[src/rtl/load_store_unit_pkg.sv]
// Shared ALU op codes, FSM state encoding and decode helpers for the load/store unit.
package load_store_unit_pkg;

    localparam logic [5:0] ALU_LB  = 6'd18;
    localparam logic [5:0] ALU_LH  = 6'd19;
    localparam logic [5:0] ALU_LW  = 6'd20;
    localparam logic [5:0] ALU_LBU = 6'd21;
    localparam logic [5:0] ALU_LHU = 6'd22;
    localparam logic [5:0] ALU_SB  = 6'd23;
    localparam logic [5:0] ALU_SH  = 6'd24;
    localparam logic [5:0] ALU_SW  = 6'd25;

    typedef enum logic [1:0] {
        LSU_IDLE,
        LSU_BEAT0,
        LSU_BEAT1,
        LSU_FIN
    } lsu_state_t;

    typedef enum logic [1:0] {
        OP_NOP,
        OP_LOAD,
        OP_STORE
    } lsu_op_t;

    // Byte-lane footprint of the access; zero for codes that are not memory ops.
    function automatic logic [3:0] size_mask(input logic [5:0] code);
        case (code)
            ALU_LB, ALU_LBU, ALU_SB: size_mask = 4'b0001;
            ALU_LH, ALU_LHU, ALU_SH: size_mask = 4'b0011;
            ALU_LW, ALU_SW:          size_mask = 4'b1111;
            default:                 size_mask = 4'b0000;
        endcase
    endfunction

    // True when the access straddles a word boundary and needs a second beat.
    function automatic logic needs_split(input logic [3:0] mask, input logic [1:0] offset);
        needs_split = ((mask == 4'b0011) && (offset == 2'd3)) ||
                      ((mask == 4'b1111) && (offset != 2'd0));
    endfunction

endpackage

[src/rtl/load_store_unit_if.sv]
// Execute-stage request/response channel of the load/store unit.
interface load_store_unit_if;
    logic        req_valid;
    logic        req_ready;
    logic [5:0]  alucode;
    logic        is_load;
    logic        is_store;
    logic [31:0] addr;
    logic [31:0] w_data;
    logic        resp_valid;
    logic [31:0] r_data;

    modport master (
        output req_valid, alucode, is_load, is_store, addr, w_data,
        input  req_ready, resp_valid, r_data
    );

    modport slave (
        input  req_valid, alucode, is_load, is_store, addr, w_data,
        output req_ready, resp_valid, r_data
    );
endinterface

[src/rtl/lsu_align.sv]
// Combinational lane steering: store lane mask/data shift and load extract/extend.
module lsu_align
    import load_store_unit_pkg::*;
(
    input  logic [5:0]  alucode,
    input  logic [1:0]  offset,
    input  logic [31:0] w_data,
    input  logic        split,
    input  logic [31:0] lo_buf,
    input  logic [31:0] mem_rdata,
    output logic [7:0]  lane_mask,
    output logic [63:0] st_data,
    output logic [31:0] ld_data
);

    logic [63:0] w64;
    logic [63:0] x;

    // Position store lanes and pull the addressed bytes out of the one- or two-word load window.
    always_comb begin
        lane_mask = {4'b0000, size_mask(alucode)} << offset;
        st_data   = {32'b0, w_data} << {offset, 3'b000};
        w64       = split ? {mem_rdata, lo_buf} : {32'b0, mem_rdata};
        x         = w64 >> {offset, 3'b000};
        case (alucode)
            ALU_LB:  ld_data = {{24{x[7]}}, x[7:0]};
            ALU_LBU: ld_data = {24'b0, x[7:0]};
            ALU_LH:  ld_data = {{16{x[15]}}, x[15:0]};
            ALU_LHU: ld_data = {16'b0, x[15:0]};
            default: ld_data = x[31:0];
        endcase
    end

endmodule

[src/rtl/load_store_unit.sv]
// Load/store unit: accepts one request per handshake, drives a word-addressed
// byte-enabled RAM port, splitting misaligned accesses into two beats.
module load_store_unit
    import load_store_unit_pkg::*;
#(
    parameter int ADDR_W = 15
) (
    input  logic              clk,
    input  logic              rst,
    load_store_unit_if.slave  lsu,
    output logic              mem_re,
    output logic [3:0]        mem_we,
    output logic [ADDR_W-1:0] mem_addr,
    output logic [31:0]       mem_wdata,
    input  logic [31:0]       mem_rdata
);

    lsu_state_t  state;
    lsu_op_t     op_r;
    logic [5:0]  alu_r;
    logic [31:0] addr_r;
    logic [31:0] wdata_r;
    logic [31:0] lo_buf;

    logic        split;
    logic [7:0]  lane_mask;
    logic [63:0] st_data;
    logic [31:0] ld_data;
    logic [ADDR_W-1:0] word_idx;
    logic        unused_addr_bits;
    lsu_op_t     req_op;

    lsu_align u_align (
        .alucode   (alu_r),
        .offset    (addr_r[1:0]),
        .w_data    (wdata_r),
        .split     (split),
        .lo_buf    (lo_buf),
        .mem_rdata (mem_rdata),
        .lane_mask (lane_mask),
        .st_data   (st_data),
        .ld_data   (ld_data)
    );

    // Classify the incoming request and derive per-access geometry from the latched one.
    always_comb begin
        req_op = OP_NOP;
        if (size_mask(lsu.alucode) != 4'b0000) begin
            if (lsu.is_load && !lsu.is_store)
                req_op = OP_LOAD;
            else if (lsu.is_store && !lsu.is_load)
                req_op = OP_STORE;
        end
        split            = needs_split(size_mask(alu_r), addr_r[1:0]);
        word_idx         = addr_r[ADDR_W+1:2];
        unused_addr_bits = ^addr_r[31:ADDR_W+2];
        lsu.req_ready    = (state == LSU_IDLE) && !rst;
    end

    // Sequencer: latch request, walk the beats, return the extended load result.
    always_ff @(posedge clk) begin
        if (rst) begin
            state          <= LSU_IDLE;
            op_r           <= OP_NOP;
            alu_r          <= '0;
            addr_r         <= '0;
            wdata_r        <= '0;
            lo_buf         <= '0;
            lsu.resp_valid <= 1'b0;
            lsu.r_data     <= '0;
        end else begin
            lsu.resp_valid <= 1'b0;
            case (state)
                LSU_IDLE: begin
                    if (lsu.req_valid) begin
                        op_r    <= req_op;
                        alu_r   <= lsu.alucode;
                        addr_r  <= lsu.addr;
                        wdata_r <= lsu.w_data;
                        state   <= (req_op == OP_NOP) ? LSU_FIN : LSU_BEAT0;
                    end
                end
                LSU_BEAT0: begin
                    state <= split ? LSU_BEAT1 : LSU_FIN;
                end
                LSU_BEAT1: begin
                    if (op_r == OP_LOAD)
                        lo_buf <= mem_rdata;
                    state <= LSU_FIN;
                end
                default: begin
                    if (op_r == OP_LOAD)
                        lsu.r_data <= ld_data;
                    lsu.resp_valid <= 1'b1;
                    state          <= LSU_IDLE;
                end
            endcase
        end
    end

    // RAM port decode from the current beat; strobes are held off while reset is asserted.
    always_comb begin
        mem_re    = 1'b0;
        mem_we    = '0;
        mem_addr  = '0;
        mem_wdata = '0;
        case (state)
            LSU_BEAT0: begin
                mem_addr = word_idx;
                if (op_r == OP_LOAD)
                    mem_re = 1'b1;
                if (op_r == OP_STORE) begin
                    mem_we    = lane_mask[3:0];
                    mem_wdata = st_data[31:0];
                end
            end
            LSU_BEAT1: begin
                mem_addr = word_idx + ADDR_W'(1);
                if (op_r == OP_LOAD)
                    mem_re = 1'b1;
                if (op_r == OP_STORE) begin
                    mem_we    = lane_mask[7:4];
                    mem_wdata = st_data[63:32];
                end
            end
            default: ;
        endcase
        if (rst) begin
            mem_re = 1'b0;
            mem_we = '0;
        end
    end

endmodule

[src/flat_wrapper.sv]
// flat-port wrapper written by rule: the top's interface ports become plain ports
module load_store_unit_flat import load_store_unit_pkg::*;
#(
    parameter int ADDR_W = 15
)
  (clk, rst, mem_re, mem_we, mem_addr, mem_wdata, mem_rdata, lsu_req_valid, lsu_alucode, lsu_is_load, lsu_is_store, lsu_addr, lsu_w_data, lsu_req_ready, lsu_resp_valid, lsu_r_data);
  load_store_unit_if lsu_i ();
  input  logic clk;
  input  logic rst;
  output logic mem_re;
  output logic [3:0] mem_we;
  output logic [ADDR_W-1:0] mem_addr;
  output logic [31:0] mem_wdata;
  input  logic [31:0] mem_rdata;
  input wire logic [$bits(lsu_i.req_valid)-1:0] lsu_req_valid;
  input wire logic [$bits(lsu_i.alucode)-1:0] lsu_alucode;
  input wire logic [$bits(lsu_i.is_load)-1:0] lsu_is_load;
  input wire logic [$bits(lsu_i.is_store)-1:0] lsu_is_store;
  input wire logic [$bits(lsu_i.addr)-1:0] lsu_addr;
  input wire logic [$bits(lsu_i.w_data)-1:0] lsu_w_data;
  output wire logic [$bits(lsu_i.req_ready)-1:0] lsu_req_ready;
  output wire logic [$bits(lsu_i.resp_valid)-1:0] lsu_resp_valid;
  output wire logic [$bits(lsu_i.r_data)-1:0] lsu_r_data;
  assign lsu_i.req_valid = lsu_req_valid;
  assign lsu_i.alucode = lsu_alucode;
  assign lsu_i.is_load = lsu_is_load;
  assign lsu_i.is_store = lsu_is_store;
  assign lsu_i.addr = lsu_addr;
  assign lsu_i.w_data = lsu_w_data;
  assign lsu_req_ready = lsu_i.req_ready;
  assign lsu_resp_valid = lsu_i.resp_valid;
  assign lsu_r_data = lsu_i.r_data;
  load_store_unit #(.ADDR_W(ADDR_W)) u_core (.clk(clk), .rst(rst), .lsu(lsu_i), .mem_re(mem_re), .mem_we(mem_we), .mem_addr(mem_addr), .mem_wdata(mem_wdata), .mem_rdata(mem_rdata));
endmodule
[config.mk]
export PLATFORM = sky130hd
export DESIGN_NAME = load_store_unit_flat
export DESIGN_NICKNAME = d
export VERILOG_FILES = /design/src/rtl/load_store_unit_pkg.sv /design/src/rtl/load_store_unit_if.sv /design/src/rtl/lsu_align.sv /design/src/rtl/load_store_unit.sv /design/src/flat_wrapper.sv
export SDC_FILE = /design/constraint.sdc
export NUM_CORES = 1
export LEC_CHECK = 0
export CORE_AREA = 4 4 138 140
export CTS_BUF_LIST = sky130_fd_sc_hd__clkbuf_8
export DETAILED_ROUTE_END_ITERATION = 10
export DIE_AREA = 0 0 142 144
export DONT_BUFFER_PORTS = 1
export PLACE_DENSITY_LB_ADDON = 0.12
export SLEW_MARGIN = 20
export SYNTH_ARGS = -nofsm -noshare
export SYNTH_HDL_FRONTEND = slang
export SYNTH_SLANG_ARGS = --single-unit
[constraint.sdc]
create_clock -name clk -period 3.2 [get_ports clk]
set_input_delay 0.8 -clock clk [delete_from_list [all_inputs] [get_ports clk]]
set_output_delay 0.8 -clock clk [all_outputs]
set_load 0.05 [all_outputs]
**Word-level counts from Yosys, hierarchy flattened**

Memory sizes are Yosys's and may differ from the RTL's. A register that Yosys moved wholly into a read port is not among the register bits.
Index checks and enable logic that the tools add are counted.

- Register bits: 124
- Bits in latches: 0
- RAM bits: 0
- ROM bits: 384
- Output and inout bits: 86
- Memories kept: 3

- Add/sub/neg operators: 1
- $mul: 0
- Divide/modulo/power cells: 0
- Order comparisons: 0
- Equality and inequality tests: 12
- Shift operators: 3
- Muxes and demuxes: 28
- Bitwise operators: 1
- Reduce and logical (&&, ||, !) cells: 18

Memory list:

| memory | words | width | rd ports | clocked after memory_dff | wr ports | line | text |
|---|---|---|---|---|---|---|---|
| (no name shown) | 32 | 4 | 1 | 0 | 0 | load_store_unit_pkg.sv:28 | `case (code)` |
| (no name shown) | 32 | 4 | 1 | 1 | 0 | load_store_unit_pkg.sv:28 |  |
| (no name shown) | 32 | 4 | 1 | 1 | 0 | load_store_unit_pkg.sv:28 |  |

Operator list:

| kind | number |
|---|---|
| 32-bit one-hot mux with 4 select lines | 1 |
| 32-bit two-way mux | 2 |
| 64-bit two-way mux | 1 |
| 32-bit one-hot mux with 2 select lines | 1 |
| 32-bit by 5-bit left shift with 64-bit output | 1 |
| 64-bit by 5-bit >> shifter with 32-bit output | 1 |
| 15-bit one-hot mux with 2 select lines | 1 |
| 6-bit by 5-bit == test with 1-bit output, second input constant | 4 |
| 4-bit two-way mux | 6 |
| 5-bit two-way mux | 4 |
| 15-bit by 1-bit adder with 15-bit output, second input constant | 1 |
| 2-bit two-way mux | 5 |
| 4-bit one-hot mux with 2 select lines | 1 |
| 4-bit by 2-bit left shift with 8-bit output | 1 |
| 2-bit == test, second input constant | 3 |
| 2-bit one-hot mux with 3 select lines | 1 |
| 2-bit AND reduction | 3 |
| 1-bit logical AND | 5 |
| 1-bit two-way mux | 5 |
| 2-bit by 1-bit == test with 1-bit output, second input constant | 2 |
| 4-bit by 2-bit == test with 1-bit output, second input constant | 1 |
| 4-bit == test, second input constant | 1 |
| 2-bit zero test | 2 |
| 4-bit nonzero test | 1 |
| 7 further kinds | 9 |

**Longest topological paths before layout**

Gate-level depths: netlist of run 1.

- Word-level depth: 9
- Gate-level depth with buffers: 8
- Mapped depth without buffers: 7

**By module**

A second synthesis of run 1 with hierarchy kept.

- Cells, all modules: 1091
- Area, all modules: 8499.4 µm²

Modules (own cells, without submodules):

| module | instances | cells each | area an instance (µm²) |
|---|---|---|---|
| load_store_unit | 1 | 736 | 5475.3 |
| lsu_align | 1 | 355 | 3024.2 |

**Worst setup path after synthesis of run 1**

No wires, ideal clock.

- Kind: register -> output
- Start: reg u_core.state[1]
- End: out mem_wdata[24]
- Data arrival time: 2.503 ns
- Slack: -0.103 ns
- Cell stages (with the launch flop): 8
- Buffers on the path: 2
- Cells stage by stage: dfxtp_1 > inv_1 > ha_1 > clkbuf_1 > and2_1 > clkbuf_1 > nand2_1 > a211oi_1

- Cells in the longest elaborated chain, start to end: 2
- Elaborated cells between the ends (all ways): 3

Ends and longest elaborated chain:

| what | line | text |
|---|---|---|
| start, declared | load_store_unit.sv:18 | `lsu_state_t state;` |
| start signal, assigned | load_store_unit.sv:80 | `state <= (req_op == OP_NOP) ? LSU_FIN : LSU_BEAT0;` |
| start signal, assigned | load_store_unit.sv:84 | `state <= split ? LSU_BEAT1 : LSU_FIN;` |
| 2-bit == test or 2-bit by 1-bit == test with 1-bit output (tied branches) | load_store_unit.sv:107 | `case (state)` |
| 32-bit one-hot mux with 2 select lines (*) | load_store_unit.sv:107 |  |
| end, declared | flat_wrapper.sv:13 | `output logic [31:0] mem_wdata;` |

Every way passes the cells marked *; elsewhere a longest branch is shown, timed or not.

**Worst setup path in the final report of run 1**

- Start: reg u_core.state[1]
- End: out mem_wdata[17]

Same word-level chain as after synthesis.

==> results_dict.tcl, run 1 <==
set metrics [dict create \
    grt_setup_unrepaired "true" \
    vdd_ir_drop_max_mv 0.270 \
    place_inst 1233 \
    required_ns 2.40 \
    ctsHtreeMaxLevel 4 \
    crit_buf_inv 3 \
    cp_cell_sequence "inv_1 -> ha_2 -> nor2b_1 -> buf_4 -> a22oi_1 -> nor2_1 -> buf_4" \
    fmax_mhz 326 \
    grtUsageTotal_pct 24.0 \
    met1_length_um 10200 \
    crit_type "reg -> out" \
    power_frac_comb_pct 35.8 \
    grt_pass1_vias 7178 \
    hpwl_um 17900 \
    n_antenna_cell 0 \
    ys_top_cells_by_area "dfxtp_1 (31%), nand2_1 (11%), a21oi_1 (6.8%)" \
    viasPerCell 5.86 \
    layout_common_cells "nand2_1 (213), dfxtp_1 (115), a21oi_1 (104), nor2_1 (94), buf_4 (66)" \
    pwr-share-clk_pct 28.4 \
    fin_nets 1138 \
    routed_wl_um 25100 \
    cp_max_fo 8 \
    synth-seq-cells 119 \
    status "finished, final reports clean" \
    critPathLaunchType "flop" \
    p_int_mw 3.05 \
    place_congestion 0.965 \
    start_util_pct 42.6 \
    grt_max_degree 139 \
    fp.dieW_um 142 \
    slowest_delay_ns 0.43 \
    synth_edf_count 0 \
    fin_crit_ns 3.07 \
    r2r_start "u_core.alu_r[5]$_SDFFE_PP0P_" \
    stdcell_count 1268 \
    crit_family "buffers and inverters" \
    wl_met2_um 12200 \
    drive_above_1_share_pct 20.7 \
    clock_skew_ns 0.0165 \
    syn_area_um2 7600 \
    r2r.worst_path.cells 5 \
    synth_nets 1132 \
    post-route-util_pct 48.4 \
    relSlewSlack_pct 38.6 \
    synth_top_area_share_pct 31.3 \
    yosys_most_used_dff "dfxtp_1" \
    die_h_um 144 \
    die_area_um2 20400 \
    wire_per_inst_um 19.8 \
    antenna_found_initial 0 \
    clockRootBuffer "clkbuf_8" \
    io_pins 193 \
    io_buffers 0 \
    swShare_pct 39.5 \
    syn_area_per_cell_um2 7.46 \
    clock_latency_ns 0.45 \
    worst_pin_slew_ns 0.918 \
    met3_length_um 2180 \
    cts_inserted_buffers 17 \
    post-route-drc-count 0 \
    syn_inst 1020 \
    power_density_nw_per_um2 584 \
    leakagePower_nw 2.98 \
    yosysSeqAreaShare_pct 31.3 \
    grt-ovfl-total 0 \
    pwr-share-seq_pct 35.8 \
    r2r-end "u_core.lsu.r_data[13]$_SDFFE_PP0P_" \
    drt_iter0_drc 414 \
    cts_sinks 119 \
    clockBufferDepth 2 \
    cp_common_cell "buf_4" \
    final_antenna_net_count 0 \
    core-area_um2 17800 \
    synth.distinct_cells 75 \
    synth_top_cell_by_area "dfxtp_1" \
    critPathSlowestCell "nor2b_1" \
    yosysWarnings 0 \
    cts.clk_slew.worst_paths_ns 0.08 \
    ctsHoldBuffers 0 \
    rows 49 \
    r2r_slack_ns 0.55 \
    grt_pass1_wl_um 39000 \
    cts_tree "done" \
    cp-end-kind "primary output" \
    hp-class "in -> reg" \
    area_growth_pct 13.6 \
    first_pass_iters 5 \
    min_period_over_period_pct 96.0 \
    final-setup-viol-count 0 \
    topRoutingLayerUsed "met4" \
    finalHoldViolCount 0 \
    synth-async-reset-ratio_pct 0 \
    cp.arrival_ns 2.27 \
    crit_cells 7 \
    drv_cap 0 \
    cp-startpoint "u_core.state[1]$_SDFFE_PP0P_" \
    vias 7427 \
    final_common_cell "nand2_1" \
    final_max_slew_viol_count 0 \
    crit_end "mem_wdata[17]" \
    power_switching_mw 1.99 \
]
-- cell usage after synthesis (all sizes together), types with 10 or more instances --
cell / number
nand2: 219
dfxtp: 119
a21oi: 104
nor2: 95
o21ai: 58
clkbuf: 55
nor3: 34
buf: 32
mux2: 24
mux2i: 19
nand3: 18
a22oi: 16
and3: 16
a211oi: 15
a311oi: 13
nor2b: 12
o21a: 11
a31oi: 10
inv: 10
-- final cells by class --
class | count | area, um2
Clock buffer | 19 | 262
Clock inverter | 13 | 145
Fill cell | 1844 | 9200
Inverter | 10 | 37.5
Multi-Input combinational cell | 804 | 4890
Sequential cell | 119 | 2390
Tap cell | 229 | 287
Timing Repair Buffer | 74 | 629
-- sequential cells by signal, indices dropped and copies added (netlist names), named ones only --
register and count:
u_core.lsu.r_data 32, u_core.wdata_r 32, u_core.lo_buf 24, u_core.addr_r 17
u_core.alu_r 6, u_core.op_r 2, u_core.state 2, u_core.lsu.resp_valid 1
-- per-stage QoR --
stage	total power [mW]	TNS (ns)	setup slack, ns	cell area (um2)	hold WS [ns]
6_report	5.05	0	0.129	8640	0.426
5_1_grt	5.35	-0.0263	-0.0141	8640	0.387
4_1_cts	4.97	0	0.00961	8550	0.386
3_5_place_dp	3.53	0	0.328	8130	0.436
3_3_place_gp	3.51	0	0.357	8130	0.434
2_1_floorplan	3.03	-0.566	-0.103	7600	0.432
-- timing repair --
| item | CTS | global route |
|---|---|---|
| setup endpoints to repair | 13 | 31 |
| gates resized for setup | 6 | 17 |
| gates cloned | 0 | 0 |
| buffers inserted | 0 | 3 |
| pin swaps | 0 | 1 |
| hold endpoints to repair | 0 | 0 |
-- power by group through the flow --
| stage | Clock [mW] | Combinational (mW) | Sequential, mW |
|---|---|---|---|
| after floorplan | 0 | 1.27 | 1.76 |
| after CTS | 1.45 | 1.71 | 1.80 |
| after detailed placement | 0 | 1.70 | 1.83 |
| after global routing | 1.52 | 1.99 | 1.83 |
| final | 1.43 | 1.80 | 1.81 |
| after global placement | 0 | 1.68 | 1.83 |
-- worst min path at each step --
stage | start | to | slack [ns] | cells past startpoint
3_3_place_gp | u_core.lo_buf[24]$_SDFFE_PP0P_ | u_core.lo_buf[24]$_SDFFE_PP0P_ | 0.43 | 2
5_1_grt | rst | u_core.op_r[0]$_SDFFE_PP0P_ | 0.39 | 1
2_1_floorplan | u_core.lo_buf[24]$_SDFFE_PP0P_ | u_core.lo_buf[24]$_SDFFE_PP0P_ | 0.43 | 2
3_5_place_dp | u_core.lo_buf[24]$_SDFFE_PP0P_ | u_core.lo_buf[24]$_SDFFE_PP0P_ | 0.44 | 2
6_report | rst | u_core.lsu.resp_valid$_SDFF_PP0_ | 0.43 | 1
4_1_cts | rst | u_core.state[1]$_SDFFE_PP0P_ | 0.39 | 1
-- logic make-up (layout without fill, tap and decap cells) --
| logic type | count (synthesis) | after routing | share of synthesized area [%] |
|---|---|---|---|
| buffers and inverters | 97 | 116 | 5.89 |
| flip-flops | 119 | 119 | 31.3 |
| adder cells (fa/ha/maj) | 6 | 6 | 0.971 |
| AO/OA/AOI/OAI | 322 | 322 | 30.0 |
| AND/OR/NAND/NOR | 427 | 427 | 25.1 |
| multiplexers | 43 | 43 | 6.05 |
| XOR/XNOR | 6 | 6 | 0.691 |
-- layer usage --
layer	track usage, %	vias to the layer above
met5	0	-
met3	8.60	34
met4	7.98	0
met2	40.1	229
li1	-	3666
met1	28.9	3498
(Power assumes the default switching activity.)
==> inputs of run 2 (changes only) <==
--- a/config.mk
+++ b/config.mk
@@ -5,10 +5,10 @@
 export SDC_FILE = /design/constraint.sdc
 export NUM_CORES = 1
 export LEC_CHECK = 0
-export CORE_AREA = 4 4 138 140
+export CORE_AREA = 4 4 123 125
 export CTS_BUF_LIST = sky130_fd_sc_hd__clkbuf_8
 export DETAILED_ROUTE_END_ITERATION = 10
-export DIE_AREA = 0 0 142 144
+export DIE_AREA = 0 0 127 129
 export DONT_BUFFER_PORTS = 1
 export PLACE_DENSITY_LB_ADDON = 0.12
 export SLEW_MARGIN = 20
==> constraint.sdc (replaced) <==
create_clock -name clk -period 3.2 [get_ports clk]
set_input_delay 0.64 -clock clk [delete_from_list [all_inputs] [get_ports clk]]
set_output_delay 0.64 -clock clk [all_outputs]
set_load 0.05 [all_outputs]
==> run 2 against run 1 <==
Sequential cell count unchanged. Register-to-register slack worse by 0.12 ns. Sequential power is essentially flat.
==> results_dict.tcl, run 2 (synthesis results as in run 1) <==
set metrics [dict create \
    status "finished, final reports clean" \
    drt_iter0_drc 695 \
    cp_cell_sequence "inv_1 -> nand2_1 -> o22a_1 -> nor2_1 -> buf_4" \
    min_period_over_period_pct 95.9 \
    hpwl_um 16500 \
    final_max_slew_viol_count 0 \
    required_ns 2.56 \
    hp-class "in -> reg" \
    clockRootBuffer "clkbuf_8" \
    tns_ns 0 \
    fmax_mhz 326 \
    core-area_um2 13900 \
    crit_family "buffers and inverters" \
    leakagePower_nw 2.89 \
    finalInstanceArea_um2 8380 \
    vdd_ir_drop_max_mv 0.432 \
    crit_buf_inv 2 \
    wire_per_inst_um 19.4 \
    area_growth_pct 10.2 \
    post-place-ws_ns 0.564 \
    stdcell_count 1207 \
    fillers 1326 \
    n_antenna_cell 0 \
    post-route-drc-count 0 \
    place_inst 1175 \
    cts_sinks 119 \
    finalHoldViolCount 0 \
    worst_pin_slew_ns 0.919 \
    cp-end-kind "primary output" \
    critPathSlowestCell "inv_1" \
    final-setup-viol-count 0 \
    cts.clk_slew.worst_paths_ns 0.08 \
    multi_input_area_um2 4840 \
    post-route-util_pct 60.4 \
    p_total_mw 4.83 \
    holdWs_ns 0.253 \
    cts_inserted_buffers 17 \
    routed_wl_um 23400 \
    final_antenna_net_count 0 \
    place_area_um2 7960 \
    grt_max_degree 139 \
    cp.arrival_ns 2.43 \
    io_buffers 0 \
    cts_tree "done" \
    grt_pass1_vias 7090 \
    reg_top3 "u_core.lsu.r_data x32, u_core.wdata_r x32, u_core.lo_buf x24" \
    viasPerCell 6.20 \
    fin_crit_ns 3.07 \
    grt_setup_unrepaired "false" \
    clock_skew_ns 0.0120 \
    antenna_found_initial 0 \
    final_common_cell "nand2_1" \
    critPathLaunchType "flop" \
    vias 7480 \
    worst_slack_ns 0.133 \
    clockBufferDepth 2 \
    grt-ovfl-total 0 \
    seq_area_um2 2380 \
    fin_nets 1126 \
    die_h_um 129 \
    layout_common_cells "nand2_1 (217), dfxtp_1 (118), a21oi_1 (104), nor2_1 (95), buf_4 (60)" \
    first_pass_iters 6 \
    die_area_um2 16400 \
    io_pins 193 \
    slowest_delay_ns 0.52 \
    grt_pass1_wl_um 37100 \
    clock_latency_ns 0.46 \
    ctsHtreeMaxLevel 4 \
    ctsHoldBuffers 0 \
    drive_above_1_share_pct 18.6 \
    drv_cap 0 \
    power_density_nw_per_um2 576 \
    crit_type "reg -> out" \
    rows 43 \
    place_congestion 0.973 \
    cp_max_fo 15 \
    fp.dieW_um 127 \
    grtUsageTotal_pct 28.3 \
    relSlewSlack_pct 38.8 \
    start_util_pct 54.8 \
]
## run 2: changes by cell type in the layout (fill, tap and decap cells not counted), sizes merged
cell,previous run,this run
buf,74,62
## run 2: final timing paths
| kind | cells past startpoint | from | slack [ns] | end |
|---|---|---|---|---|
| worst max register to register | 6 | u_core.addr_r[1]$_SDFFE_PP0P_ | 0.43 | u_core.lsu.r_data[18]$_SDFFE_PP0P_ |
| worst min register to register | 2 | u_core.lo_buf[24]$_SDFFE_PP0P_ | 0.45 | u_core.lo_buf[24]$_SDFFE_PP0P_ |
| worst min-delay path | 1 | rst | 0.25 | u_core.lsu.resp_valid$_SDFF_PP0_ |
| worst max-delay path | 5 | u_core.addr_r[1]$_SDFFE_PP0P_ | 0.13 | mem_wdata[21] |
## run 2: power breakdown
group / total (mW) / leakage (nW) / switching (mW) / internal, mW
clock: 1.41 / 0.199 / 0.667 / 0.739
sequential: 1.80 / 0.967 / 0.180 / 1.62
combinational: 1.62 / 1.72 / 1.07 / 0.555
## run 2: cell type report
| class | instances | share of cell area [%] |
|---|---|---|
| Sequential cell | 119 | 28.4 |
| Inverter | 10 | 0.448 |
| Tap cell | 180 | 2.69 |
| Timing Repair Buffer | 62 | 5.85 |
| Clock inverter | 13 | 1.73 |
| Multi-Input combinational cell | 804 | 57.7 |
| Clock buffer | 19 | 3.12 |
## run 2: repair_timing
action | in CTS | in global routing
gates resized for setup | 0 | 4
endpoints found under the hold margin | 0 | 0
buffers inserted | 0 | 0
endpoints found under the setup margin | 0 | 6
## run 2: layer usage
metal / global-route usage, % / wire length, um / vias to the layer above
li1: - / - / 3652
met1: 34.2 / 9440 / 3483
met2: 47.2 / 11400 / 293
met3: 8.80 / 1900 / 52
met4: 11.0 / 662 / 0
met5: 0 / 0 / -
==> inputs of run 3 (changes only) <==
--- a/config.mk
+++ b/config.mk
@@ -10,6 +10,7 @@
 export DETAILED_ROUTE_END_ITERATION = 10
 export DIE_AREA = 0 0 127 129
 export DONT_BUFFER_PORTS = 1
+export MAX_ROUTING_LAYER = met4
 export PLACE_DENSITY_LB_ADDON = 0.12
 export SLEW_MARGIN = 20
 export SYNTH_ARGS = -nofsm -noshare
==> constraint.sdc (replaced) <==
create_clock -name clk -period 3.4 [get_ports clk]
set_input_delay 0.68 -clock clk [delete_from_list [all_inputs] [get_ports clk]]
set_output_delay 0.68 -clock clk [all_outputs]
set_load 0.05 [all_outputs]
==> run 3 against run 2 <==
Register-to-register slack better by 0.21 ns. Hold slack better by 0.048 ns. Non-clock buffer count down 3. Sequential power down 6%. Clock-buffer cell count down 1. Via count down 1.0%. Clock skew down 0.0050 ns. Final cell count down 0.25%. Sequential cell count unchanged. Worst setup slack better by 0.060 ns. Critical path depth up 2.
==> results_dict.tcl, run 3 (synthesis results as in run 1) <==
set metrics [dict create \
    relSlewSlack_pct 29.9 \
    post-route-drc-count 0 \
    min_period_over_period_pct 94.3 \
    die_h_um 129 \
    fmax_mhz 312 \
    grt_max_degree 139 \
    start_util_pct 54.8 \
    hpwl_um 16600 \
    grtUsageTotal_pct 29.2 \
    io_pins 193 \
    fin_crit_ns 3.21 \
    vias 7404 \
    first_pass_iters 5 \
    cts.repair.resized 0 \
    core-area_um2 13900 \
    hold_depth 1 \
    post-route-util_pct 60.2 \
    wire_per_inst_um 19.5 \
    crit_buf_inv 2 \
    cts_setup_buffers 0 \
    clockBufferDepth 2 \
    p_total_mw 4.58 \
    cp_max_fo 9 \
    grt_pass1_wl_um 37100 \
    final-setup-viol-count 0 \
    finalHoldViolCount 0 \
    required_ns 2.72 \
    place_congestion 0.981 \
    crit_type "reg -> out" \
    cp-end-kind "primary output" \
    power_density_nw_per_um2 548 \
    status "finished, final reports clean" \
    reg_top3 "u_core.lsu.r_data x32, u_core.wdata_r x32, u_core.lo_buf x24" \
    fin_nets 1123 \
    routed_wl_um 23500 \
    cts.clk_slew.worst_paths_ns 0.08 \
    tns_ns 0 \
    crit_cells 7 \
    ctsHtreeMaxLevel 4 \
    ctsHoldBuffers 0 \
    critPathSlowestCell "dfxtp_1" \
    viasPerCell 6.15 \
    drv_cap 0 \
    grt_pass1_vias 7190 \
    final_max_slew_viol_count 0 \
    worst_pin_slew_ns 1.05 \
    cts_sinks 119 \
    cp_cell_sequence "inv_1 -> ha_1 -> and2_1 -> nand2_2 -> nor4_1 -> o21a_1 -> buf_12" \
    clock_skew_ns 0.00699 \
    drt_iter0_drc 625 \
    final_common_cell "nand2_1" \
    slowest_delay_ns 0.39 \
    fp.dieW_um 127 \
    cts_tree "done" \
    r2r.worst_path.cells 5 \
    clock_latency_ns 0.45 \
    final_antenna_net_count 0 \
    antenna_found_initial 0 \
    die_area_um2 16400 \
    leakagePower_nw 2.87 \
    grt-ovfl-total 0 \
    io_buffers 0 \
    n_antenna_cell 0 \
    hp-class "in -> reg" \
    vdd_ir_drop_max_mv 0.401 \
    drive_above_1_share_pct 18.1 \
    area_growth_pct 9.87 \
    cts_inserted_buffers 17 \
    clockRootBuffer "clkbuf_8" \
    critPathLaunchType "flop" \
    rows 43 \
    crit_family "simple AND/OR/NAND/NOR gates" \
    layout_common_cells "nand2_1 (217), dfxtp_1 (118), a21oi_1 (104), nor2_1 (95), buf_4 (58)" \
    cp.arrival_ns 2.53 \
]
[run 3: cell count changes in the layout (fill, tap and decap cells not counted), sizes merged]
| cell | delta |
|---|---|
| clkinv | -3 |
| clkinvlp | +2 |
| clkbuf | -1 |
| inv | +1 |
| buf | -3 |
| bufinv | +1 |
[run 3: final cells by class]
cell class / instances / area (um2)
Clock buffer: 18 / 248
Clock inverter: 14 / 175
Fill cell: 1325 / 5530
Inverter: 10 / 37.5
Multi-Input combinational cell: 804 / 4830
Sequential cell: 119 / 2380
Tap cell: 180 / 225
Timing Repair Buffer: 59 / 455
[run 3: final timing paths]
path / slack (ns) / to / start
worst max-delay path: 0.19 / mem_we[3] / u_core.state[0]$_SDFFE_PP0P_
worst min-delay path: 0.30 / u_core.op_r[1]$_SDFFE_PP0P_ / rst
worst max register to register: 0.64 / u_core.lsu.r_data[12]$_SDFFE_PP0P_ / u_core.addr_r[1]$_SDFFE_PP0P_
worst min register to register: 0.45 / u_core.lo_buf[24]$_SDFFE_PP0P_ / u_core.lo_buf[24]$_SDFFE_PP0P_
[run 3: layer usage]
| metal | vias to the layer above | part of all wire [%] | global-route usage, % |
|---|---|---|---|
| li1 | 3633 | - | - |
| met1 | 3435 | 41 | 33.9 |
| met2 | 268 | 48 | 46.9 |
| met3 | 68 | 7.2 | 7.72 |
| met4 | 0 | 3.9 | 14.3 |
| met5 | - | 0 | - |
[run 3: power breakdown]
group          internal [mW]  switching (mW)
logic                  0.509           0.997
registers               1.53           0.168
clock network          0.749           0.629
total                   2.79            1.79
[run 3: metrics by stage]
stage / instances / hold WS (ns) / cell area (um2) / worst slack [ns]
after floorplan: 1020 / 0.432 / 7600 / 0.217
after global placement: 1172 / 0.433 / 7930 / 0.527
after detailed placement: 1172 / 0.438 / 7930 / 0.538
after CTS: 1204 / 0.271 / 8350 / 0.0116
after global routing: 1204 / 0.268 / 8360 / -0.00639
final: 1204 / 0.300 / 8360 / 0.193
[run 3: worst register-to-register path: cells and delay by family (launching register included)]
family,cells,cell delay [ns]
flops,1,0.66
simple gates,1,0.38
fa+ha+maj,1,0.52
compound gates,2,0.61
mux,1,0.45
